==> config.mk <==
export PLATFORM = sky130hd
export DESIGN_NAME = rgb_led_pwm
export DESIGN_NICKNAME = d
export VERILOG_FILES = /design/src/rtl/rgb_led_pwm_pkg.sv /design/src/rtl/rgb_led_pwm_channel.sv /design/src/rtl/rgb_led_pwm.sv
export SDC_FILE = /design/constraint.sdc
export NUM_CORES = 1
export LEC_CHECK = 0
export CORE_MARGIN = 2
export CORE_UTILIZATION = 40
export CTS_BUF_LIST = sky130_fd_sc_hd__clkbuf_16
export DETAILED_ROUTE_END_ITERATION = 10
export SYNTH_ARGS = -nofsm -noshare
export SYNTH_HDL_FRONTEND = slang
export SYNTH_SLANG_ARGS = --single-unit
==> constraint.sdc <==
create_clock -name clock -period 5.82 [get_ports clock]
set_clock_uncertainty 0.2 [all_clocks]
set_input_delay 0.873 -clock clock [delete_from_list [all_inputs] [get_ports clock]]
set_output_delay 0.873 -clock clock [all_outputs]
set_load 0.005 [all_outputs]
==> src/rtl/rgb_led_pwm_pkg.sv <==
// Shared definitions for the RGB LED PWM driver.
//   DutyWDefault : default duty / step-counter width
//   NumColours   : number of LED channels
//   colour_e     : channel index (Red, Green, Blue)
//   gamma()      : g = (d * (d + 1)) >> w, used only when RGB_LED_PWM_GAMMA_EN is defined
package rgb_led_pwm_pkg;

  localparam int unsigned DutyWDefault = 8;
  localparam int unsigned NumColours   = 3;

  typedef enum logic [1:0] {
    Red   = 2'd0,
    Green = 2'd1,
    Blue  = 2'd2
  } colour_e;

  // Supports duty widths up to 16 bits; g(0) = 0 and g(2**w - 1) = 2**w - 1.
  function automatic logic [15:0] gamma(input logic [15:0] d, input int unsigned w);
    return 16'(({17'b0, d} * ({17'b0, d} + 33'd1)) >> w);
  endfunction

endpackage

==> src/rtl/rgb_led_pwm_channel.sv <==
// One PWM colour channel: active duty register, optional gamma, compare and registered
// active-low LED output.
// Optional feature macro: RGB_LED_PWM_GAMMA_EN (gamma-correct the duty on load).
// Ports:
//   clk_i    : system clock
//   rst_i    : synchronous active-high reset
//   enable_i : PWM running; 0 forces the LED off
//   load_i   : copy duty_i into the active duty register
//   duty_i   : pending duty for this colour
//   count_i  : current PWM step counter
//   led_n_o  : active-low LED drive, one cycle behind count_i
module rgb_led_pwm_channel
  import rgb_led_pwm_pkg::*;
#(
  parameter int unsigned DutyW = DutyWDefault
) (
  input  logic             clk_i,
  input  logic             rst_i,
  input  logic             enable_i,
  input  logic             load_i,
  input  logic [DutyW-1:0] duty_i,
  input  logic [DutyW-1:0] count_i,
  output logic             led_n_o
);

  logic [DutyW-1:0] active_q, active_d;
  logic [DutyW-1:0] eff_duty;
  logic             led_n_q, led_n_d;

`ifdef RGB_LED_PWM_GAMMA_EN
  assign eff_duty = DutyW'(gamma(16'(duty_i), DutyW));
`else
  assign eff_duty = duty_i;
`endif

  always_comb begin
    active_d = active_q;
    if (load_i) begin
      active_d = eff_duty;
    end
    // The counter never exceeds MAX-1, so a duty of MAX is on for the whole period.
    led_n_d = ~(enable_i & (count_i < active_q));
  end

  always_ff @(posedge clk_i) begin
    if (rst_i) begin
      active_q <= '0;
      led_n_q  <= 1'b1;
    end else begin
      active_q <= active_d;
      led_n_q  <= led_n_d;
    end
  end

  assign led_n_o = led_n_q;

endmodule

==> src/rtl/rgb_led_pwm.sv <==
// Active-low RGB LED PWM driver with double-buffered duty updates.
// Optional feature macro: RGB_LED_PWM_GAMMA_EN (gamma-corrected duties, see channel).
// Ports:
//   clock, reset          : system clock, synchronous active-high reset
//   enable                : 1 = PWM running, 0 = LEDs off and counters held at 0
//   duty_red/green/blue   : requested duty triple
//   duty_valid/duty_ready : handshake for the duty triple
//   period_start          : one-cycle pulse in the first cycle of each PWM period
//   led_red/green/blue_n  : active-low LED outputs
module rgb_led_pwm
  import rgb_led_pwm_pkg::*;
#(
  parameter int unsigned DUTY_W   = DutyWDefault,
  parameter int unsigned PRESCALE = 256
) (
  input  logic              clock,
  input  logic              reset,
  input  logic              enable,
  input  logic [DUTY_W-1:0] duty_red,
  input  logic [DUTY_W-1:0] duty_green,
  input  logic [DUTY_W-1:0] duty_blue,
  input  logic              duty_valid,
  output logic              duty_ready,
  output logic              period_start,
  output logic              led_red_n,
  output logic              led_green_n,
  output logic              led_blue_n
);

  localparam int unsigned       PreW    = (PRESCALE > 1) ? $clog2(PRESCALE) : 1;
  localparam logic [PreW-1:0]   PreLast = PreW'(PRESCALE - 1);
  localparam logic [DUTY_W-1:0] CntLast = DUTY_W'((2 ** DUTY_W) - 2);

  logic [PreW-1:0]                    pre_q, pre_d;
  logic [DUTY_W-1:0]                  cnt_q, cnt_d;
  logic                               run_q, run_d;
  logic                               pend_full_q, pend_full_d;
  logic [NumColours-1:0][DUTY_W-1:0]  pend_q, pend_d;
  logic [NumColours-1:0][DUTY_W-1:0]  duty_in;
  logic                               period_start_q, period_start_d;
  logic [NumColours-1:0]              led_n;
  logic                               tick, boundary, accept, load;

  assign duty_in[Red]   = duty_red;
  assign duty_in[Green] = duty_green;
  assign duty_in[Blue]  = duty_blue;

  // run_q gates counting so the first enabled cycle only arms the restart; the counter
  // starts moving in the cycle that period_start marks as step 0.
  assign tick     = enable & run_q & (pre_q == PreLast);
  assign boundary = tick & (cnt_q == CntLast);
  assign accept   = duty_valid & ~pend_full_q;
  // Disabling flushes the pending triple so the handshake never stalls while idle.
  assign load     = pend_full_q & (boundary | ~enable);

  always_comb begin
    pre_d          = pre_q;
    cnt_d          = cnt_q;
    run_d          = enable;
    pend_d         = pend_q;
    pend_full_d    = pend_full_q;
    period_start_d = enable & (boundary | ~run_q);

    if (!enable) begin
      pre_d = '0;
      cnt_d = '0;
    end else if (run_q) begin
      if (tick) begin
        pre_d = '0;
        cnt_d = boundary ? '0 : cnt_q + 1'b1;
      end else begin
        pre_d = pre_q + 1'b1;
      end
    end

    // accept and load are exclusive: accept needs an empty buffer, load a full one.
    if (accept) begin
      pend_d      = duty_in;
      pend_full_d = 1'b1;
    end else if (load) begin
      pend_full_d = 1'b0;
    end
  end

  always_ff @(posedge clock) begin
    if (reset) begin
      pre_q          <= '0;
      cnt_q          <= '0;
      run_q          <= 1'b0;
      pend_q         <= '0;
      pend_full_q    <= 1'b0;
      period_start_q <= 1'b0;
    end else begin
      pre_q          <= pre_d;
      cnt_q          <= cnt_d;
      run_q          <= run_d;
      pend_q         <= pend_d;
      pend_full_q    <= pend_full_d;
      period_start_q <= period_start_d;
    end
  end

  for (genvar c = 0; c < NumColours; c++) begin : g_channel
    rgb_led_pwm_channel #(
      .DutyW (DUTY_W)
    ) u_channel (
      .clk_i    (clock),
      .rst_i    (reset),
      .enable_i (enable),
      .load_i   (load),
      .duty_i   (pend_q[c]),
      .count_i  (cnt_q),
      .led_n_o  (led_n[c])
    );
  end

  assign duty_ready   = ~pend_full_q;
  assign period_start = period_start_q;
  assign led_red_n    = led_n[Red];
  assign led_green_n  = led_n[Green];
  assign led_blue_n   = led_n[Blue];

endmodule

==> summary.md, run 1 <==
| Metric | Value |
|---|---|
| Worst vdd ir | 0.000164 V |
| Max Cap Viol | 0 |
| # IOs | 33 |
| Slowest-stage cell, CP | or3_1 |
| Hold Buf Count CTS | 0 |
| Slowest stage delay, CP | 0.52 ns |
| Unrepaired setup endpoints after global routing | no |
| Post-CTS setup buffers | 0 |
| Setup WS post-layout | 2.89 ns |
| # DRC | 0 |
| CTS tree | built |
| Via count | 2492 |
| Final setup viols | 0 |
| Top cells by area, synth | dfxtp_1 (42%), nand2b_1 (9.9%), ha_1 (8.9%), mux2i_1 (7.4%), nand2_1 (6.8%) |
| Synthesized area per cell | 8.80 um2 |
| Synth warn | 0 |
| Port Buf Inserts | 32 |
| Syn Inst Count | 382 |
| Post-synth cell types | 36 |
| Slew @ Worst Pin | 1.03 ns |
| Antenna violations before repair | 0 |
| Final hold vios | 0 |
| Most frequent cells after synthesis | dfxtp_1 (70), nand2_1 (61), nand2b_1 (53), a21oi_1 (31) |
| Area leader, netlist | dfxtp_1 |
| Placed insts | 503 |
| Total inserted antenna cells | 0 |
| Total Wirelength | 6.44 mm |
| CTS clock-pin slew for the worst setup and hold paths | 0.06 ns |
| Routed WL per cell | 12.4 um |
| Worst min path class | flop to flop |
| Largest net degree at the start of global routing | 75 |
| Netlist Area Pre-Place | 0.00336 mm2 |
| CP Class | input pin to flop |
| Die Area | 0.00915 mm2 |
| FF+latch count, synth | 70 |
| First-pass GRT wire length | 11.1 mm |
| Hpwl dp | 4.43 mm |
| Starting DRT DRC Count | 68 |
| Relative slew slack | 31.1% |
| Outcome | completed |
| Static leakage | 1.47 nW |
| Post-route setup TNS | 0 ns |
| GP Congestion | 0.843 |
| Worst reg2reg setup slack | 3.29 ns |
| Core Area | 0.00818 mm2 |
| Synth Net Count | 434 |
| Synth top area share | 41.7% |
| Top_reg_cell synth | dfxtp_1 |
| Final nets | 461 |
| Worst EP arrival | 2.98 ns |
| Highest achievable clock rate | 0.342 GHz |
| H-tree levels | 3 |
| Critical-path cell list | clkdlybuf4s50_1 -> nand3_1 -> or3_1 -> o31ai_4 -> buf_4 -> mux2i_1 |
| Power Dens Cells | 286 mW/mm2 |
| Clock Sinks | 70 |
| Average via count per standard cell | 4.80 |
| CP max FO | 25 |
| Pre-antenna DRT Iters | 4 |
| Chip width | 95.7 um |
| Fin crit period | 2.93 ns |
| WP data required | 5.87 ns |
| Share of cells above drive strength 1 | 5.80% |
| Post-CTS Resized | 0 |
| Root buf cell | clkbuf_16 |
| Clock tree buffer depth | 2 |
| Worst setup EP type | flop |
| Most numerous cell in the Yosys netlist | dfxtp_1 |
| Vias in the first global route | 2336 |
| Setup WS pre-CTS | 2.56 ns |
| GRT Total Usage | 15.7% |
| EDFF count, synth | 0 |
| Initial Utilization | 41.1% |
| Sequential element share of the synthesized area | 41.7% |
| Filler-free cell count of the finished design | 519 |
| Critical Path Source Type | input pin |
| Die H | 95.7 um |
| Num CTS Buffers | 9 |
| Post-synth ARST share | 0% |
| Crit share post-route | 50.3% |
| Total grt overflow | 0 |
| Routed Antenna Nets | 0 |
| Area growth syn-to-layout | 20.1% |
| Slew Viols, Final | 0 |
| Rows | 33 |
| Skew-Pair Late Insertion Delay | 0.33 ns |
## sequential cells by signal, summed over array words and instances (netlist names)
| name | flops |
|---|---|
| g_channel.u_channel.active_q | 24 |
| pend_q | 24 |
| cnt_q | 8 |
| pre_q | 8 |
| g_channel.u_channel.led_n_o | 3 |
| pend_full_q | 1 |
| period_start | 1 |
| run_q | 1 |
## placed cells by master (no fill, tap or decap), types with 2 or more instances in the layout
cell,synthesis,layout
dfxtp_1,70,70
nand2_1,61,61
nand2b_1,53,53
a21oi_1,31,31
clkdlybuf4s50_1,0,31
inv_1,25,26
mux2i_1,25,25
ha_1,24,24
nor2_1,17,17
clkbuf_16,0,9
nand3_1,7,7
xnor2_1,7,7
a211oi_1,6,6
o21ai_0,5,5
nor4_1,4,4
nand4_1,3,3
nor3_1,3,3
a21o_1,3,3
o31a_1,3,3
xor2_1,3,3
nand3b_1,2,2
bufinv_16,0,2
clkinv_2,0,2
buf_4,1,2
## metal layers
metal	track usage [%]	part of all wire, %	vias to the layer above
met5	0	0	-
met4	6.07	1.4	0
met3	3.72	3.9	9
met2	22.7	42	44
met1	22.3	53	1120
li1	-	-	1319
## per-stage QoR
| stage | total power [mW] | cell area, um2 | util (%) | hold slack, ns |
|---|---|---|---|---|
| after floorplan | 0.563 | 3360 | - | 0.237 |
| after global placement | 0.593 | 3720 | 45.5 | 0.245 |
| after detailed placement | 0.595 | 3720 | 45.5 | 0.248 |
| after CTS | 1.17 | 4040 | 49.4 | 0.255 |
| after global routing | 1.20 | 4040 | 49.4 | 0.268 |
| final | 1.16 | 4040 | 49.4 | 0.256 |
## cell type report
type                       instances  area, um2
clock buffer                       9        225
clock inverter                     7       90.1
fill                             808       4140
inverter                          25       93.8
multi-input combinational        269       1770
sequential                        70       1400
tap                              105        131
timing repair buffer              34        330
## critical path: cells and delay by family
family	cells	cell delay [ns]
multiplexers	1	0.23
AO/OA/AOI/OAI	1	0.26
AND/OR/NAND/NOR	2	0.69
buffers and inverters	2	0.91
## path summary, 6_finish.rpt
check,start,endpoint,depth (start not counted)
hold / removal,pend_q[17]$_SDFFE_PP0P_,pend_q[17]$_SDFFE_PP0P_,2
hold reg to reg,pend_q[17]$_SDFFE_PP0P_,pend_q[17]$_SDFFE_PP0P_,2
setup / recovery,enable,g_channel[1].u_channel.active_q[3]$_SDFFE_PP0P_,6
setup reg to reg,pre_q[0]$_SDFFE_PP0P_,g_channel[1].u_channel.active_q[3]$_SDFFE_PP0P_,6
## kinds of logic after synthesis
kind of cell / Yosys count / synth area share [%]
AOI/OAI and AO/OA: 54 / 9.97
xor gates and xnor gates: 10 / 2.61
adders and majority gates: 24 / 8.93
buffers and inverters: 43 / 5.81
DFF: 70 / 41.7
muxes: 25 / 7.44
and+or+nand+nor: 156 / 23.6
## power breakdown
part / leakage, nW / switching, mW / internal, mW
Sequential: 0.569 / 0.00849 / 0.495
Combinational: 0.749 / 0.0376 / 0.0423
Clock: 0.157 / 0.200 / 0.372
Total: 1.47 / 0.247 / 0.909
Power figures use the tool's default switching activity.
==> inputs of run 2 (changes only) <==
Clock period 5.82 ns to 2.5 ns, I/O delays scaled along.
==> run 2 against run 1 <==
Effect of this change:
- register-to-register slack worse by 3.1 ns
- sequential power is 130% higher
- via count up 1.8%
- utilization is 1.2 points higher
- worst setup slack lost 2.7 ns
- first-iteration DRC count up 53%
- non-clock buffer count up 8
- sequential cell count unchanged
- total power increased by 140%
- combinational power up 140%
- final cell count grew 1.5%
- largest power group unchanged
==> summary.md, run 2 (synthesized netlist as in run 1, its figures left out) <==
| Metric | Value |
|---|---|
| Post-CTS setup buffers | 0 (unchanged) |
| Unrepaired setup endpoints after global routing | no |
| Top Registers | g_channel.u_channel.active_q (24), pend_q (24) |
| Slowest-stage cell, CP | or3_4 |
| CP top delay family | simple AND/OR/NAND/NOR gates |
| Total inserted antenna cells | 0 (unchanged) |
| Power Dens Cells | 676 mW/mm2 (+140%) |
| Clock Sinks | 70 (unchanged) |
| Multi-input gate area | 0.00177 mm2 (+0.28%) |
| Slew Viols, Final | 0 (unchanged) |
| Slew @ Worst Pin | 0.590 ns (-0.443 ns) |
| Port Buf Inserts | 32 (unchanged) |
| Highest achievable clock rate | 0.438 GHz |
| Via count | 2536 (+1.8%) |
| Total grt overflow | 0 (unchanged) |
| Num CTS Buffers | 9 (unchanged) |
| Tot Pwr | 2.80 mW (+140%) |
| Skew-Pair Late Insertion Delay | 0.32 ns (about the same) |
| Initial Utilization | 41.1% (unchanged) |
| Relative slew slack | 60.6% (+30 points) |
| Routed WL per cell | 12.5 um (+1.1%) |
| FILL cells | 803 (-0.62%) |
| Placed insts | 511 (+1.6%) |
| Filler-free cell count of the finished design | 527 (+1.5%) |
| Hpwl dp | 4.47 mm (+0.93%) |
| CP Class | flop to flop |
| Routed Antenna Nets | 0 (unchanged) |
| Area after DPL | 0.00379 mm2 (+1.9%) |
| Critical Path Source Type | flop |
| Rows | 33 (unchanged) |
| Pre-antenna DRT Iters | 4 (unchanged) |
| Die Area | 0.00915 mm2 (unchanged) |
| Final hold vios | 0 (unchanged) |
| Antenna violations before repair | 0 (unchanged) |
| Vias in the first global route | 2387 (+2.2%) |
| Starting DRT DRC Count | 104 (+53%) |
| Worst vdd ir | 0.000304 V (+85%) |
| Worst setup EP type | flop |
| Root buf cell | clkbuf_16 |
| CTS clock-pin slew for the worst setup and hold paths | 0.06 ns (about the same) |
| CP bufs+invs | 1 (-1) |
| CTS tree | built |
| Register Area | 0.00140 mm2 (unchanged) |
| Commonest non-fill, non-tap cell in the layout | dfxtp_1 |
| Core Area | 0.00818 mm2 (unchanged) |
| Final nets | 469 (+1.7%) |
| Critical-path cell list | ha_1 -> nand2_1 -> or3_4 -> o31ai_4 -> buf_12 -> mux2i_1 |
| Worst min path class | flop to flop |
| Final setup viols | 0 (unchanged) |
| Clock tree buffer depth | 2 (unchanged) |
| Design area | 0.00414 mm2 (+2.5%) |
| Setup WS post-layout | 0.216 ns (-2.68 ns) |
| Total Wirelength | 6.61 mm (+2.6%) |
| Share of cells above drive strength 1 | 7.82% (+2.0 points) |
| # DRC | 0 (unchanged) |
| First-pass GRT wire length | 11.3 mm (+2.0%) |
| Chip width | 95.7 um (unchanged) |
| Largest net degree at the start of global routing | 74 (-1.3%) |
| Die H | 95.7 um (unchanged) |
| # IOs | 33 (unchanged) |
| CP max FO | 25 (unchanged) |
| Static leakage | 1.52 nW (+3.3%) |
| Setup WS pre-CTS | 0.0316 ns (-2.53 ns) |
| Outcome | completed |
| Worst EP arrival | 2.33 ns (-0.65 ns) |
| WP data required | 2.55 ns (-3.32 ns) |
| GRT Total Usage | 16.1% (+0.38 points) |
| Crit share post-route | 91.4% |
| Most frequent cells in the layout | dfxtp_1 (70), nand2_1 (61), nand2b_1 (53) |
| H-tree levels | 3 (unchanged) |
| Max Cap Viol | 0 (unchanged) |
| Slowest stage delay, CP | 0.46 ns (-0.06 ns) |
| Area growth syn-to-layout | 23.1% |
| Fin crit period | 2.28 ns |
| Post-route setup TNS | 0 ns (unchanged) |
| GP Congestion | 0.784 (-7.0%) |
| Average via count per standard cell | 4.81 (+0.22%) |
[run 2: cell types whose count changed in the layout (fill, tap and decap cells not counted), sizes merged]
cell / change
bufinv: +1
buf: +8
clkinvlp: +1
clkinv: -2
[run 2: power by group]
part	switching, mW	internal [mW]	total [mW]	leakage, nW
sequential	0.0189	1.15	1.17	0.569
clock	0.466	0.968	1.43	0.163
combinational	0.0909	0.104	0.195	0.792
total	0.576	2.22	2.80	1.52
[run 2: final timing paths]
kind,to,startpoint,cells after the start,slack (ns)
max,g_channel[1].u_channel.active_q[6]$_SDFFE_PP0P_,pre_q[0]$_SDFFE_PP0P_,6,0.22
min,pend_q[10]$_SDFFE_PP0P_,pend_q[10]$_SDFFE_PP0P_,2,0.25
max reg2reg,g_channel[1].u_channel.active_q[6]$_SDFFE_PP0P_,pre_q[0]$_SDFFE_PP0P_,6,0.22
min reg2reg,pend_q[10]$_SDFFE_PP0P_,pend_q[10]$_SDFFE_PP0P_,2,0.25
[run 2: area by class of cell]
| type | instances | area share [%] |
|---|---|---|
| clock buffer | 9 | 5.44 |
| clock inverter | 7 | 2.75 |
| inverter | 25 | 2.27 |
| multi-input combinational | 269 | 42.8 |
| sequential | 70 | 33.9 |
| tap | 105 | 3.17 |
| timing repair buffer | 42 | 9.73 |
[run 2: worst register-to-register path, stage by stage (launching register included)]
cell and delay [ns]:
dfxtp_1 0.39, ha_1 0.22, nand2_1 0.18, or3_4 0.46
o31ai_4 0.27, buf_12 0.25, mux2i_1 0.24
[run 2: layer usage]
| metal | share of wire, % | up-vias | global-route usage, % | wire length (um) |
|---|---|---|---|---|
| met2 | 45 | 59 | 24.7 | 2940 |
| met5 | 0 | - | 0 | 0 |
| met1 | 50 | 1131 | 21.6 | 3300 |
| met4 | 1.1 | 0 | 5.71 | 71 |
| li1 | - | 1339 | - | - |
| met3 | 4.3 | 7 | 4.27 | 287 |
[run 2: stage by stage]
step | hold slack, ns | util [%]
floorplan | 0.237 | -
global placement | 0.245 | 46.4
detailed placement | 0.247 | 46.4
CTS | 0.255 | 50.6
global route | 0.268 | 50.6
finish | 0.253 | 50.6
[run 2: repair_timing]
item | CTS | global route
hold buffers | 0 | 0
endpoints found under the setup margin | 0 | 4
resized for setup | 0 | 1
==> inputs of run 3 (changes only) <==
Settings changed: CTS_BUF_LIST sky130_fd_sc_hd__clkbuf_16 to sky130_fd_sc_hd__clkbuf_4, SLEW_MARGIN from default to 30, SYNTH_HIERARCHICAL from default to 1.
==> run 3 against run 2 <==
Effect of this change:
- first-iteration DRC count down 5.8%
- largest power group is now registers
- utilization up 0.67 points
- sequential power about the same
- die area down 5.5%
- register-to-register slack worse by 0.08 ns
- clock power down 29%
- sequential cell count unchanged
- cell area down 4.7%
- largest cell class unchanged
- critical path depth up 2
- synthesized cell count down 7.1%
- total power down 16%
- maximum frequency down 3.4%
- critical endpoint is now g_channel[0].u_channel/active_q[4]$_SDFFE_PP0P_
==> summary.md, run 3 <==
| Metric | Value |
|---|---|
| Outcome | completed |
| Post-route setup TNS | 0 ns (unchanged) |
| Int Power | 1.85 mW (-17%) |
| EDFF count, synth | 0 (unchanged) |
| Die H | 93.0 um (-2.8%) |
| Synth top area share | 44.2% (+2.5 points) |
| Fin Hold WS | 0.0897 ns (-0.163 ns) |
| Clock tree buffer depth | 2 (unchanged) |
| Routed Antenna Nets | 0 (unchanged) |
| Num CTS Buffers | 9 (unchanged) |
| Area leader, netlist | dfxtp_1 |
| Synth Net Count | 407 (-6.2%) |
| # IOs | 33 (unchanged) |
| Skew-Pair Late Insertion Delay | 0.41 ns (+0.09 ns) |
| Worst reg2reg setup slack | 0.14 ns (-0.08 ns) |
| Setup WS post-layout | 0.137 ns (-0.0796 ns) |
| Design area | 0.00394 mm2 (-4.7%) |
| Netlist Area Pre-Place | 0.00317 mm2 (-5.7%) |
| CP max FO | 10 (-60%) |
| Rows | 32 (-3.0%) |
| Largest net degree at the start of global routing | 44 (-41%) |
| Most numerous cell in the Yosys netlist | dfxtp_1 |
| Static leakage | 1.47 nW (-3.3%) |
| Final nets | 459 (-2.1%) |
| GRT Total Usage | 16.6% (+0.54 points) |
| Fin crit period | 2.36 ns (+0.0796 ns) |
| Worst setup path startpoint | pre_q[0]$_SDFFE_PP0P_ |
| Antenna violations before repair | 0 (unchanged) |
| H-tree levels | 3 (unchanged) |
| Chip width | 93.0 um (-2.8%) |
| Filler-free cell count of the finished design | 514 (-2.5%) |
| Placed insts | 497 (-2.7%) |
| Sequential element share of the synthesized area | 44.2% (+2.5 points) |
| Comb pwr share | 7.8% (+0.8 points) |
| Hpwl dp | 4.66 mm (+4.3%) |
| Unrepaired setup endpoints after global routing | no |
| Sequential Power Share | 49.4% (+7.6 points) |
| Commonest non-fill, non-tap cell in the layout | dfxtp_1 |
| FILL cells | 769 (-4.2%) |
| Worst setup EP type | flop |
| Root buf cell | clkbuf_4 |
| Critical path capture point | g_channel[0].u_channel/active_q[4]$_SDFFE_PP0P_ |
| Synth warn | 6 (+6) |
| Total grt overflow | 0 (unchanged) |
| Final hold vios | 0 (unchanged) |
| Share of cells above drive strength 1 | 12.1% (+4.3 points) |
| GP Congestion | 0.847 (+8.0%) |
| Total inserted antenna cells | 0 (unchanged) |
| Max Cap Viol | 0 (unchanged) |
| Top Registers | g_channel.u_channel/active_q (24), pend_q (24) |
| Highest achievable clock rate | 0.423 GHz (-3.4%) |
| Area growth syn-to-layout | 24.4% |
| Syn Inst Count | 355 (-7.1%) |
| R2r startpoint | pre_q[0]$_SDFFE_PP0P_ |
| First-pass GRT wire length | 11.1 mm (-1.5%) |
| CTS clock-pin slew for the worst setup and hold paths | 0.12 ns (+0.06 ns) |
| Slew @ Worst Pin | 0.481 ns (-0.110 ns) |
| Port Buf Inserts | 32 (unchanged) |
| Sw frac | 21.8% (+1.3 points) |
| WP data required | 2.59 ns (+0.04 ns) |
| Clock Sinks | 70 (unchanged) |
| Routed WL per cell | 13.0 um (+3.9%) |
| Most frequent cells after synthesis | dfxtp_1 (70), nand2_1 (57), nor2_1 (37), a21oi_1 (29), mux2i_1 (26) |
| Power Dens Cells | 599 mW/mm2 (-11%) |
| Post-synth cell types | 36 (unchanged) |
| FF+latch count, synth | 70 (unchanged) |
| Critical Path Source Type | flop |
| # DRC | 0 (unchanged) |
| Top cells by area, synth | dfxtp_1 (44%), ha_1 (9.5%), mux2i_1 (8.2%), nand2_1 (6.7%), a21oi_1 (4.6%) |
| Slew Viols, Final | 0 (unchanged) |
| Via count | 2493 (-1.7%) |
| Relative slew slack | 67.7% (+7.0 points) |
| Clock power frac | 42.8% (-8.4 points) |
| Vias in the first global route | 2390 (+0.13%) |
| Total Wirelength | 6.69 mm (+1.3%) |
| Die Area | 0.00865 mm2 (-5.5%) |
| R2r endpoint | g_channel[0].u_channel/active_q[4]$_SDFFE_PP0P_ |
| CTS tree | built |
| Most frequent cells in the layout | dfxtp_1 (68), nand2_1 (57), nor2_1 (37) |
| CP Class | flop to flop |
| Crit share post-route | 94.5% (+3.2 points) |
| Post-synth ARST share | 0% (unchanged) |
| Starting DRT DRC Count | 98 (-5.8%) |
| Top_reg_cell synth | dfxtp_1 |
| Worst vdd ir | 0.000271 V (-11%) |
| Worst EP arrival | 2.45 ns (+0.12 ns) |
| Area after DPL | 0.00370 mm2 (-2.4%) |
| Initial Utilization | 41.2% (+0.12 points) |
| Pre-antenna DRT Iters | 4 (unchanged) |
| Reg2Reg Depth | 8 (+2) |
| Worst min path class | input pin to flop |
| Switch Pwr | 516 uW (-10%) |
| Core Area | 0.00769 mm2 (-6.0%) |
| Setup WS pre-CTS | -0.205 ns (-0.237 ns) |
| Average via count per standard cell | 4.85 (+0.79%) |
| Final setup viols | 0 (unchanged) |
| Synthesized area per cell | 8.93 um2 (+1.5%) |
[run 3: cell types whose count changed in the layout (fill, tap and decap cells not counted), sizes merged, moves of 6 or more]
| cell | before | now |
|---|---|---|
| nand2b | 53 | 1 |
| nor2 | 17 | 37 |
| buf | 11 | 25 |
| o21ai | 6 | 12 |
[run 3: power by group through the flow]
stage,clock (mW),combinational [mW],sequential [mW]
2_1_floorplan,0,0.104,1.19
3_5_place_dp,0,0.180,1.19
3_3_place_gp,0,0.178,1.19
5_1_grt,1.08,0.206,1.17
6_report,1.01,0.183,1.17
4_1_cts,1.03,0.181,1.17
[run 3: per-layer routing]
layer	global-route usage, %	share of wire [%]
met1	22.7	51
met2	25.6	45
met3	2.98	3.2
met4	7.35	1.2
met5	0	0
[run 3: cell type report]
class	count	area [um2]	share of cell area (%)
Multi-Input combinational cell	244	1580	40.1
Sequential cell	70	1400	35.6
Timing Repair Buffer	57	533	13.5
Clock inverter	7	136	3.46
Tap cell	102	128	3.24
Inverter	25	93.8	2.38
Clock buffer	9	67.6	1.71
[run 3: worst min path at each step]
stage,cells after the start,end,start
finish,2,g_channel[1].u_channel/active_q[5]$_SDFFE_PP0P_,reset
global route,2,g_channel[0].u_channel/active_q[6]$_SDFFE_PP0P_,reset
CTS,2,g_channel[1].u_channel/active_q[5]$_SDFFE_PP0P_,reset
detailed placement,2,pend_q[10]$_SDFFE_PP0P_,pend_q[10]$_SDFFE_PP0P_
global placement,2,pend_q[13]$_SDFFE_PP0P_,pend_q[13]$_SDFFE_PP0P_
floorplan,2,pend_q[0]$_SDFFE_PP0P_,pend_q[0]$_SDFFE_PP0P_
[run 3: worst max-delay path, stage by stage, from the launching register on]
cell       delay (ns)
dfxtp_2          0.38
ha_1             0.18
nand2_1          0.08
or3_1            0.36
or2_2            0.34
a21oi_4          0.24
clkbuf_16        0.23
mux2i_1          0.18
nor2_1           0.05
[run 3: cells by family after synthesis]
family | synth area share (%)
simple gates | 18.7
flops | 44.2
mux | 8.21
xor+xnor | 3.04
compound gates | 10.1
fa+ha+maj | 9.47
buf+inv | 6.27
[run 3: metrics by stage]
step / utilization (%) / power (mW)
6_report: 51.3 / 2.36
5_1_grt: 51.3 / 2.46
4_1_cts: 50.8 / 2.38
3_5_place_dp: 48.2 / 1.37
3_3_place_gp: 48.2 / 1.37
2_1_floorplan: - / 1.29
[run 3: timing repair]
item                                    4_1_cts  5_1_grt
buffers inserted                              0        0
gates resized for setup                       0        3
hold buffers                                  0        0
endpoints found under the setup margin        0       21
hold endpoints to repair                      0        0
